==> src/rtl/mem_responder.sv <==
// Single-port RAM responder: arbitrates fetch and load/store requests, data first.
// Optional wait-cycle timeout with sticky resp_err is built when MEMRESP_TIMEOUT_EN is defined.
module mem_responder #(
  parameter int TIMEOUT = 64
) (
  input  logic        CLK,
  input  logic        nRST,
  input  logic        iREN,
  input  logic [31:0] iaddr,
  input  logic        dREN,
  input  logic        dWEN,
  input  logic [31:0] daddr,
  input  logic [31:0] dstore,
  output logic        ihit,
  output logic [31:0] iload,
  output logic        dhit,
  output logic [31:0] dload,
  output logic        ramREN,
  output logic        ramWEN,
  output logic [31:0] ramaddr,
  output logic [31:0] ramstore,
  input  logic [31:0] ramload,
  input  logic        ram_ready,
  output logic        resp_err
);

  typedef enum logic [1:0] {
    IDLE,
    DACC,
    IACC,
    DONE
  } state_t;

  state_t      state, state_n;
  logic        kind_i, kind_i_n;
  logic        kind_w, kind_w_n;
  logic        ren_n, wen_n;
  logic        ihit_n, dhit_n;
  logic [31:0] addr_n, store_n;
  logic [31:0] resp, resp_n;
  logic        in_acc;
  logic        tmo;

  assign in_acc = (state == DACC) || (state == IACC);
  assign iload  = resp;
  assign dload  = resp;

`ifdef MEMRESP_TIMEOUT_EN
  logic [7:0] cnt;

  assign tmo = (cnt == 8'(TIMEOUT));

  always_ff @(posedge CLK or negedge nRST) begin
    if (!nRST) begin
      cnt      <= 8'h0;
      resp_err <= 1'b0;
    end else begin
      if (!in_acc)
        cnt <= 8'h0;
      else if (!ram_ready)
        cnt <= cnt + 8'h1;
      if (in_acc && !ram_ready && tmo)
        resp_err <= 1'b1;
    end
  end
`else
  assign tmo      = 1'b0;
  assign resp_err = 1'b0;
`endif

  always_comb begin
    state_n  = state;
    kind_i_n = kind_i;
    kind_w_n = kind_w;
    ren_n    = 1'b0;
    wen_n    = 1'b0;
    ihit_n   = 1'b0;
    dhit_n   = 1'b0;
    addr_n   = ramaddr;
    store_n  = ramstore;
    resp_n   = resp;
    unique case (state)
      IDLE: begin
        if (dREN || dWEN) begin
          state_n  = DACC;
          kind_i_n = 1'b0;
          kind_w_n = dWEN;
          addr_n   = daddr;
          store_n  = dstore;
          ren_n    = !dWEN;
          wen_n    = dWEN;
        end else if (iREN) begin
          state_n  = IACC;
          kind_i_n = 1'b1;
          kind_w_n = 1'b0;
          addr_n   = iaddr;
          ren_n    = 1'b1;
        end
      end
      DACC, IACC: begin
        if (ram_ready) begin
          state_n = DONE;
          ihit_n  = kind_i;
          dhit_n  = !kind_i;
          if (!kind_w)
            resp_n = ramload;
        end else if (tmo) begin
          state_n = DONE;
          ihit_n  = kind_i;
          dhit_n  = !kind_i;
          resp_n  = 32'hBAD1_BAD1;
        end else begin
          ren_n = !kind_w;
          wen_n = kind_w;
        end
      end
      DONE: state_n = IDLE;
      default: state_n = IDLE;
    endcase
  end

  always_ff @(posedge CLK or negedge nRST) begin
    if (!nRST) begin
      state    <= IDLE;
      kind_i   <= 1'b0;
      kind_w   <= 1'b0;
      ramREN   <= 1'b0;
      ramWEN   <= 1'b0;
      ihit     <= 1'b0;
      dhit     <= 1'b0;
      ramaddr  <= 32'h0;
      ramstore <= 32'h0;
      resp     <= 32'h0;
    end else begin
      state    <= state_n;
      kind_i   <= kind_i_n;
      kind_w   <= kind_w_n;
      ramREN   <= ren_n;
      ramWEN   <= wen_n;
      ihit     <= ihit_n;
      dhit     <= dhit_n;
      ramaddr  <= addr_n;
      ramstore <= store_n;
      resp     <= resp_n;
    end
  end

endmodule

==> config.mk <==
export PLATFORM = sky130hd
export DESIGN_NAME = mem_responder
export DESIGN_NICKNAME = d
export VERILOG_FILES = /design/src/rtl/mem_responder.sv
export SDC_FILE = /design/constraint.sdc
export NUM_CORES = 1
export LEC_CHECK = 0
export ABC_CLOCK_PERIOD_IN_PS = 3600
export BUFFER_PORTS_ARGS = -buffer_cell sky130_fd_sc_hd__buf_2
export CORE_MARGIN = 1
export CORE_UTILIZATION = 30
export DETAILED_ROUTE_END_ITERATION = 7
export HOLD_SLACK_MARGIN = 0.02
export SLEW_MARGIN = 20
export SYNTH_ARGS = -nofsm -noshare
export SYNTH_HDL_FRONTEND = slang
export SYNTH_SLANG_ARGS = --single-unit
==> constraint.sdc <==
create_clock -name CLK -period 3.6 [get_ports CLK]
set_input_delay 0.18 -clock CLK [delete_from_list [all_inputs] [get_ports CLK]]
set_output_delay 0.18 -clock CLK [all_outputs]
set_load 0.05 [all_outputs]
==> flow_summary.ini, run 1 <==
[cts]
root_buffer = clkbuf_16
clk_latency_ns = 0.34
cts_setup_buffers = 0
clockBufferDepth = 2
cts.clk_slew.worst_paths_ns = 0.07
cts_made_buffers = 9
cts_tree = yes
cts_sinks = 104
ctsResizeCount = 0
htree_levels = 3

[route]
postRouteWirelength_um = 10400
first_iter_violations = 94
drtAntennaViolNets = 0
dr_total_vias = 3308
wl_per_cell_um = 13.6
drc = 0
firstDrtPassIters = 4
vias_per_cell = 4.31

[critical_path]
end_kind = flop
cp.arrival_ns = 2.47
rr_endpoint = dload[0]
cp.required_ns = 3.82
reg2reg_slack_ns = 1.35
startpoint = state[0]
r2r_start = state[0]
crit_path_end = dload[0]
start_kind = flop
ff2ff_path_depth = 5
cp_max_fo = 32
crit_type = reg2reg

[floorplan]
core_um2 = 15200
dieArea_um2 = 16000
die_y_um = 127
ios = 267
rows = 45
start_util_pct = 30.7
fp.dieW_um = 127

[synth]
synth-edff-count = 0
yosysTopAreaCell = dfrtp_1
avgSynthCellArea_um2 = 13.5
ys_top_cells_by_count = dfrtp_1 (104), buf_4 (44), mux2_2 (35), mux2i_1 (34), nand2_1 (32)
syn-num-nets = 482
synthArstFlopShare_pct = 100
syn_inst = 345
synth_seq_area_share_pct = 55.8
yosysWarnings = 0
yosysUniqueCellTypes = 29
syn_area_um2 = 4660
yosysMostFrequentCell = dfrtp_1
synth_top_area_share_pct = 55.8
ys.flop_type = dfrtp_1
ys_ff_latch = 104
synthTopCellsByArea = dfrtp_1 (56%), mux2_4 (9.7%), mux2_2 (8.5%), mux2i_1 (7.3%), buf_4 (7.1%)

[timing]
slew_viol_final = 0
tightest_slew_ns = 1.05
rsz0062_at_grt = false
hold_violations = 0
fin_skew_ns = 0.00415
period_share_pct = 62.4
period_minus_slack_ns = 2.25
slew_headroom_pct = 30.1
setup_viol_count_final = 0
fmax_ghz = 0.445
setup_tns_ns = 0

[global_route]
use_met2_pct = 24.5
grt_pass1_vias = 3391
top_usage_layer = met2
antenna_found_initial = 0
grt_max_degree = 86
gr-usage-met3_pct = 3.63
track_usage_pct = 13.4
grt_overflow = 0
grt_pass1_wl_um = 16700
use_met1_pct = 14.7

[place]
io_buffers = 265
hpwl_um = 7680
place.gp.congestion = 0.696

[final_layout]
diodes = 0
drive_gt1_share_pct = 60.6
nets = 712
areaGrowthSynthToFinish_pct = 32.6
fill_cells = 1485

[hold_path]
whs_path_depth = 2
hp-class = in2reg

[run_status]
status = complete, no violations

[run]
cap_violations = 0
==> worst max-delay path, stage by stage, from the launching register on <==
cell	delay (ns)
dfrtp_1	0.38
inv_1	0.07
ha_1	0.35
nand2_2	0.09
or2_2	0.81
mux2_2	0.42
==> placed cells by master, fill, tap and decap left out, drive strengths merged, types with 2 or more instances in the layout <==
master  count
o21ai      33
a21oi       3
bufinv      2
buf       269
nor2        5
mux2i      34
mux2       65
dfrtp     104
inv         4
nand2      33
clkbuf     12
ha          3
==> sequential cells by signal, indices dropped and copies added (netlist names) <==
name,flops
ramWEN,1
state,2
ramaddr,32
dhit,1
ihit,1
ramREN,1
kind_i,1
kind_w,1
dload,32
ramstore,32
==> repair_timing <==
action	CTS	global route
hold buffers	0	1
setup endpoints to repair	0	0
hold endpoints to repair	0	84
==> how the worst min path moves through the flow <==
| stage | slack [ns] | end | from |
|---|---|---|---|
| 6_report | 0.06 | ramstore[16] | dstore[16] |
| 2_1_floorplan | -0.12 | dhit | nRST |
| 3_5_place_dp | 0.41 | dload[13] | ramload[13] |
| 3_3_place_gp | 0.41 | dload[16] | ramload[16] |
| 4_1_cts | 0.04 | dload[13] | ramload[13] |
| 5_1_grt | 0.05 | dload[13] | ramload[13] |
==> routing by layer <==
layer	vias to the layer above	wire length (um)
li1	1597	-
met2	151	5390
met4	0	176
met3	13	666
met5	-	0
met1	1547	4170
==> cells by family (layout without fill, tap and decap cells) <==
group	Yosys count	after routing	synth area share (%)
compound gates	41	41	4.88
buf+inv	55	289	9.21
mux	99	99	25.4
other cells	1	1	0.0804
simple gates	42	42	3.78
fa+ha+maj	3	3	0.805
flops	104	104	55.8
==> per-stage QoR <==
stage | util [%] | setup slack (ns) | hold WS [ns] | area (um2) | std cells
2_1_floorplan | - | 1.93 | -0.116 | 4660 | 345
3_3_place_gp | 38.4 | 1.44 | 0.411 | 5840 | 750
3_5_place_dp | 38.4 | 1.34 | 0.414 | 5840 | 750
4_1_cts | 40.4 | 1.32 | 0.0422 | 6150 | 765
5_1_grt | 40.7 | 1.19 | 0.0472 | 6180 | 767
6_report | 40.7 | 1.35 | 0.0649 | 6180 | 767
==> layout make-up <==
type	instances	area, um2	area share, %
tap	188	235	3.81
multi-input combinational	186	1640	26.5
clock buffer	12	236	3.83
clock inverter	3	67.6	1.09
timing repair buffer	270	1390	22.4
inverter	4	15.0	0.243
sequential	104	2600	42.1
Power of run 1 is left out: the tool's default activity adds up to more than one toggle a clock period on the data nets, which glitch-free logic cannot reach.
==> run 2, diff against run 1 <==
Settings changed: ABC_AREA set to 1, ABC_CLOCK_PERIOD_IN_PS 3600 to 2300.
Clock period 3.6 ns to 2.3 ns, I/O delays scaled along.
==> flow_summary.ini, run 2 <==
[route]
firstDrtPassIters = 4
wl_per_cell_um = 11.6
first_iter_violations = 168
drtAntennaViolNets = 0
dr_total_vias = 4496
drc = 0
vias_per_cell = 4.12
postRouteWirelength_um = 12700

[synth]
synth_seq_area_share_pct = 54.7
ys_ff_latch = 104
yosysWarnings = 0
yosysTopAreaCell = dfrtp_1
syn_area_um2 = 4760
ys.flop_type = dfrtp_1
yosysMostFrequentCell = nand2_1
synth_top_area_share_pct = 54.7
ys_top_cells_by_count = nand2_1 (331), dfrtp_1 (104), inv_1 (40), buf_4 (36), o21ai_0 (35)
syn_inst = 593
syn-num-nets = 730
synthTopCellsByArea = dfrtp_1 (55%), nand2_1 (26%), buf_4 (5.7%), o21ai_0 (3.7%), inv_1 (3.2%)
avgSynthCellArea_um2 = 8.03
synth-edff-count = 0
synthArstFlopShare_pct = 100
yosysUniqueCellTypes = 19

[global_route]
top_usage_layer = met2
gr-usage-met3_pct = 3.30
grt_max_degree = 65
antenna_found_initial = 0
track_usage_pct = 15.8
grt_pass1_vias = 4252
use_met1_pct = 19.6
use_met2_pct = 26.8
grt_overflow = 0
grt_pass1_wl_um = 20400

[final_layout]
final_cell_mix = nand2_1 (331), buf_2 (264), dfrtp_1 (104)
final_common_cell = nand2_1
final_util_pct = 44.9
drive_gt1_share_pct = 33.1
nets = 1014
diodes = 0
areaGrowthSynthToFinish_pct = 44.6

[place]
io_buffers = 265
pre_cts_slack_ns = 0.612
place.gp.congestion = 0.696
hpwl_um = 8730

[timing]
rsz0062_at_grt = false
period_share_pct = 73.3
holdWs_ns = 0.0309
timing.final.ws_setup_ns = 0.614
tightest_slew_ns = 0.551
slew_viol_final = 0
hold_violations = 0
setup_tns_ns = 0
slew_headroom_pct = 63.2
period_minus_slack_ns = 1.69
setup_viol_count_final = 0
fin_skew_ns = 0.00900
fmax_ghz = 0.593

[run]
cap_violations = 0

[pwr]
cellPowerDensity_nw_per_um2 = 1710
total_power_w = 0.0118
p_leak_nw = 4.10
p_clk_share_pct = 12.8
sw_frac_of_total_pct = 57.1
pwr-share-seq_pct = 27.3
p_int_w = 0.00505
pwr-share-comb_pct = 59.8
max-vdd-ir-drop_mv = 0.679
switchingPower_w = 0.00674

[critical_path]
cp_max_fo = 64
max_stage_delay_ns = 0.44
crit_path_cell_trace = inv_1 -> ha_1 -> nand3_2 -> buf_4 -> o21ai_0
end_kind = flop
crit_type = reg2reg
cp.required_ns = 2.49
startpoint = state[0]
r2r_start = state[0]
cpMaxStageDelayCell = buf_4
start_kind = flop
cp.arrival_ns = 1.88

[floorplan]
die_y_um = 128
dieArea_um2 = 16400
ios = 267
fp.dieW_um = 128
start_util_pct = 31.1
core_um2 = 15300
rows = 45

[run_status]
status = complete, no violations

[cts]
root_buffer = clkbuf_16
cts_tree = yes
cts_sinks = 104
htree_levels = 3
ctsResizeCount = 0
cts.clk_slew.worst_paths_ns = 0.07
clockBufferDepth = 2
clk_latency_ns = 0.34
cts_made_buffers = 9

[hold_path]
min_from = ramload[17]
hp-class = in2reg
run 2: cell types whose count changed in the layout (fill, tap and decap cells not counted), sizes merged, moves of 2 or more:
cell / change
buf: +2
dlygate4sd3: +59
inv: +40
mux2: -65
mux2i: -34
nand2: +298
nand3: +5
nor2: +5
o21ai: +2
run 2: per-stage QoR:
step / instance area [um2] / instances
2_1_floorplan: 4760 / 593
3_3_place_gp: 5990 / 1017
3_5_place_dp: 5990 / 1017
4_1_cts: 6880 / 1092
5_1_grt: 6880 / 1092
6_report: 6880 / 1092
run 2: cell families after synthesis:
family / after synthesis / share of synthesized area [%]
AO/OA/AOI/OAI: 37 / 4.13
other: 1 / 0.0788
AND/OR/NAND/NOR: 346 / 28.0
adder cells (fa/ha/maj): 3 / 0.789
buffers and inverters: 102 / 12.3
flip-flops: 104 / 54.7
run 2: what timing repair did:
action	4_1_cts	5_1_grt
buffers inserted	0	0
setup endpoints to repair	0	0
endpoints found under the hold margin	94	0
hold buffers	60	0
run 2: cell type report:
class                   count  area [um2]
multi-input cells         387        1570
clock inverters             3        42.5
fillers                  1511        8430
clock buffers              12         246
repair buffers            331        1990
flip-flops and latches    104        2600
inverters                  44         168
well taps                 211         264
run 2: path summary, 6_finish.rpt:
check	endpoint	slack, ns	cells after the start
worst min register to register	dhit	0.47	1
worst max register to register	dload[10]	0.61	5
worst min-delay path	dload[17]	0.03	3
min in group asynchronous	ramstore[10]	0.28	2
worst max-delay path	dload[10]	0.61	5
max in group asynchronous	ramaddr[21]	1.32	3
run 2: power by group through the flow:
stage / Sequential [W] / Combinational, W / Clock [W]
after global placement: 0.00323 / 0.00697 / 0
after detailed placement: 0.00325 / 0.00703 / 0
after CTS: 0.00323 / 0.00711 / 0.00158
after floorplan: 0.00611 / 0.00287 / 0
final: 0.00322 / 0.00706 / 0.00151
after global routing: 0.00335 / 0.00755 / 0.00167
run 2: routing by layer:
metal | up-vias | share of wire (%)
met5 | - | 0
met4 | 0 | 1.9
met3 | 15 | 6.0
met2 | 159 | 47
met1 | 2024 | 45
li1 | 2298 | -
run 2: critical path, delay by kind of cell, from the launching register on:
family / cells / cell delay, ns
fa+ha+maj: 1 / 0.37
compound gates: 1 / 0.17
simple gates: 1 / 0.10
flops: 1 / 0.36
buf+inv: 2 / 0.51
(Power assumes the default switching activity.)
==> run 3, diff against run 2 <==
Settings changed: ABC_CLOCK_PERIOD_IN_PS 2300 to 1510.
Clock period 2.3 ns to 1.51 ns, I/O delays scaled along.
==> flow_summary.ini, run 3 (same netlist as run 2, synthesis figures left out) <==
[run_status]
status = complete, no violations

[pwr]
pwr-share-seq_pct = 26.3
cellPowerDensity_nw_per_um2 = 2510
switchingPower_w = 0.0105
p_leak_nw = 4.35
sw_frac_of_total_pct = 56.1
p_int_w = 0.00823
p_clk_share_pct = 12.2
pwr-share-comb_pct = 61.5
max-vdd-ir-drop_mv = 1.16

[critical_path]
cp.arrival_ns = 1.73
max_stage_delay_ns = 0.40
critical_path_buf_inv_count = 4
r2r_start = state[1]
end_kind = flop
start_kind = flop
startpoint = state[1]
path_delay_family = buffers and inverters
cp_max_fo = 16
crit_path_cell_trace = inv_2 -> ha_4 -> inv_6 -> a21oi_4 -> buf_4 -> inv_6 -> nand2_1 -> nand2_1
cp.required_ns = 1.74
cpMaxStageDelayCell = dfrtp_1
crit_type = reg2reg

[cts]
cts_sinks = 104
cts_made_buffers = 9
cts_tree = yes
clockBufferDepth = 2
clk_latency_ns = 0.34
cts.clk_slew.worst_paths_ns = 0.06
root_buffer = clkbuf_16
htree_levels = 3

[route]
firstDrtPassIters = 4
drtAntennaViolNets = 0
drc = 0
vias_per_cell = 4.08
wl_per_cell_um = 11.5
first_iter_violations = 225
dr_total_vias = 4644
postRouteWirelength_um = 13100

[global_route]
grt_pass1_vias = 4492
grt_overflow = 0
grt_max_degree = 65
track_usage_pct = 15.9
antenna_found_initial = 0
grt_pass1_wl_um = 20900

[place]
hpwl_um = 8620
placed_cells = 1019
place.gp.congestion = 0.739
io_buffers = 265

[timing]
setup_viol_count_final = 0
hold_violations = 0
holdWs_ns = 0.0310
rsz0062_at_grt = true
fmax_ghz = 0.668
setup_tns_ns = 0
slew_viol_final = 0
period_share_pct = 99.1
period_minus_slack_ns = 1.50
fin_skew_ns = 0.00936

[floorplan]
dieArea_um2 = 16400
fp.dieW_um = 128
rows = 45
core_um2 = 15300
start_util_pct = 31.1
ios = 267
die_y_um = 128

[final_layout]
drive_gt1_share_pct = 33.8
nets = 1060
final_util_pct = 48.7
final_cell_mix = nand2_1 (325), buf_2 (264), dfrtp_1 (104)
areaGrowthSynthToFinish_pct = 56.7
diodes = 0
final_common_cell = nand2_1
final_cells = 1138

[hold_path]
min_from = iaddr[7]
hp-class = in2reg

[run]
cap_violations = 0
==> run 3: power groups by stage <==
stage / combinational [W] / sequential, W / clock (W)
floorplan: 0.00437 / 0.00931 / 0
global placement: 0.0107 / 0.00496 / 0
detailed placement: 0.0108 / 0.00495 / 0
CTS: 0.0110 / 0.00493 / 0.00239
global route: 0.0123 / 0.00510 / 0.00249
finish: 0.0115 / 0.00492 / 0.00229
==> run 3: worst paths after layout <==
path                                      to  slack [ns]  depth (start not counted)
worst max-delay path             ramaddr[31]        0.01                          8
worst min-delay path              ramaddr[7]        0.03                          5
worst max register to register   ramaddr[31]        0.01                          8
worst min register to register          dhit        0.46                          1
max in group asynchronous         ramaddr[0]        0.97                          3
min in group asynchronous       ramstore[11]        0.08                          2
==> run 3: area by class of cell <==
| type | instances | area [um2] |
|---|---|---|
| repair inverters | 1 | 8.76 |
| well taps | 211 | 264 |
| repair buffers | 376 | 2500 |
| clock buffers | 12 | 246 |
| flip-flops and latches | 104 | 2600 |
| fillers | 1486 | 7860 |
| inverters | 44 | 190 |
| clock inverters | 3 | 42.5 |
| multi-input cells | 387 | 1600 |
==> run 3: routing by layer <==
layer / part of all wire [%] / track usage, %
met2: 48 / 27.2
met4: 1.9 / 6.71
met3: 5.9 / 3.30
met1: 44 / 19.3
met5: 0 / 0
==> run 3: worst reg2reg max path, stage by stage, from the launching register on <==
cell and delay [ns]:
dfrtp_1 0.40, inv_2 0.09, ha_4 0.17, inv_6 0.04, a21oi_4 0.29, buf_4 0.21
inv_6 0.07, nand2_1 0.07, nand2_1 0.04
==> run 3: metrics by stage <==
step           worst slack (ns)  power (W)  area, um2
3_3_place_gp           -0.00454     0.0157       6060
5_1_grt                 -0.0398     0.0199       7460
2_1_floorplan             0.122     0.0137       4760
6_report                 0.0138     0.0187       7460
3_5_place_dp            -0.0463     0.0158       6060
4_1_cts                 0.00419     0.0183       7290
==> run 3: timing repair <==
item / CTS / global route
setup buffers: 0 / 7
setup endpoints to repair: 36 / 65
gates resized for setup: 2 / 20
hold endpoints to repair: 186 / 0
gates cloned: 0 / 3
pin swaps: 0 / 4
hold buffers: 94 / 0
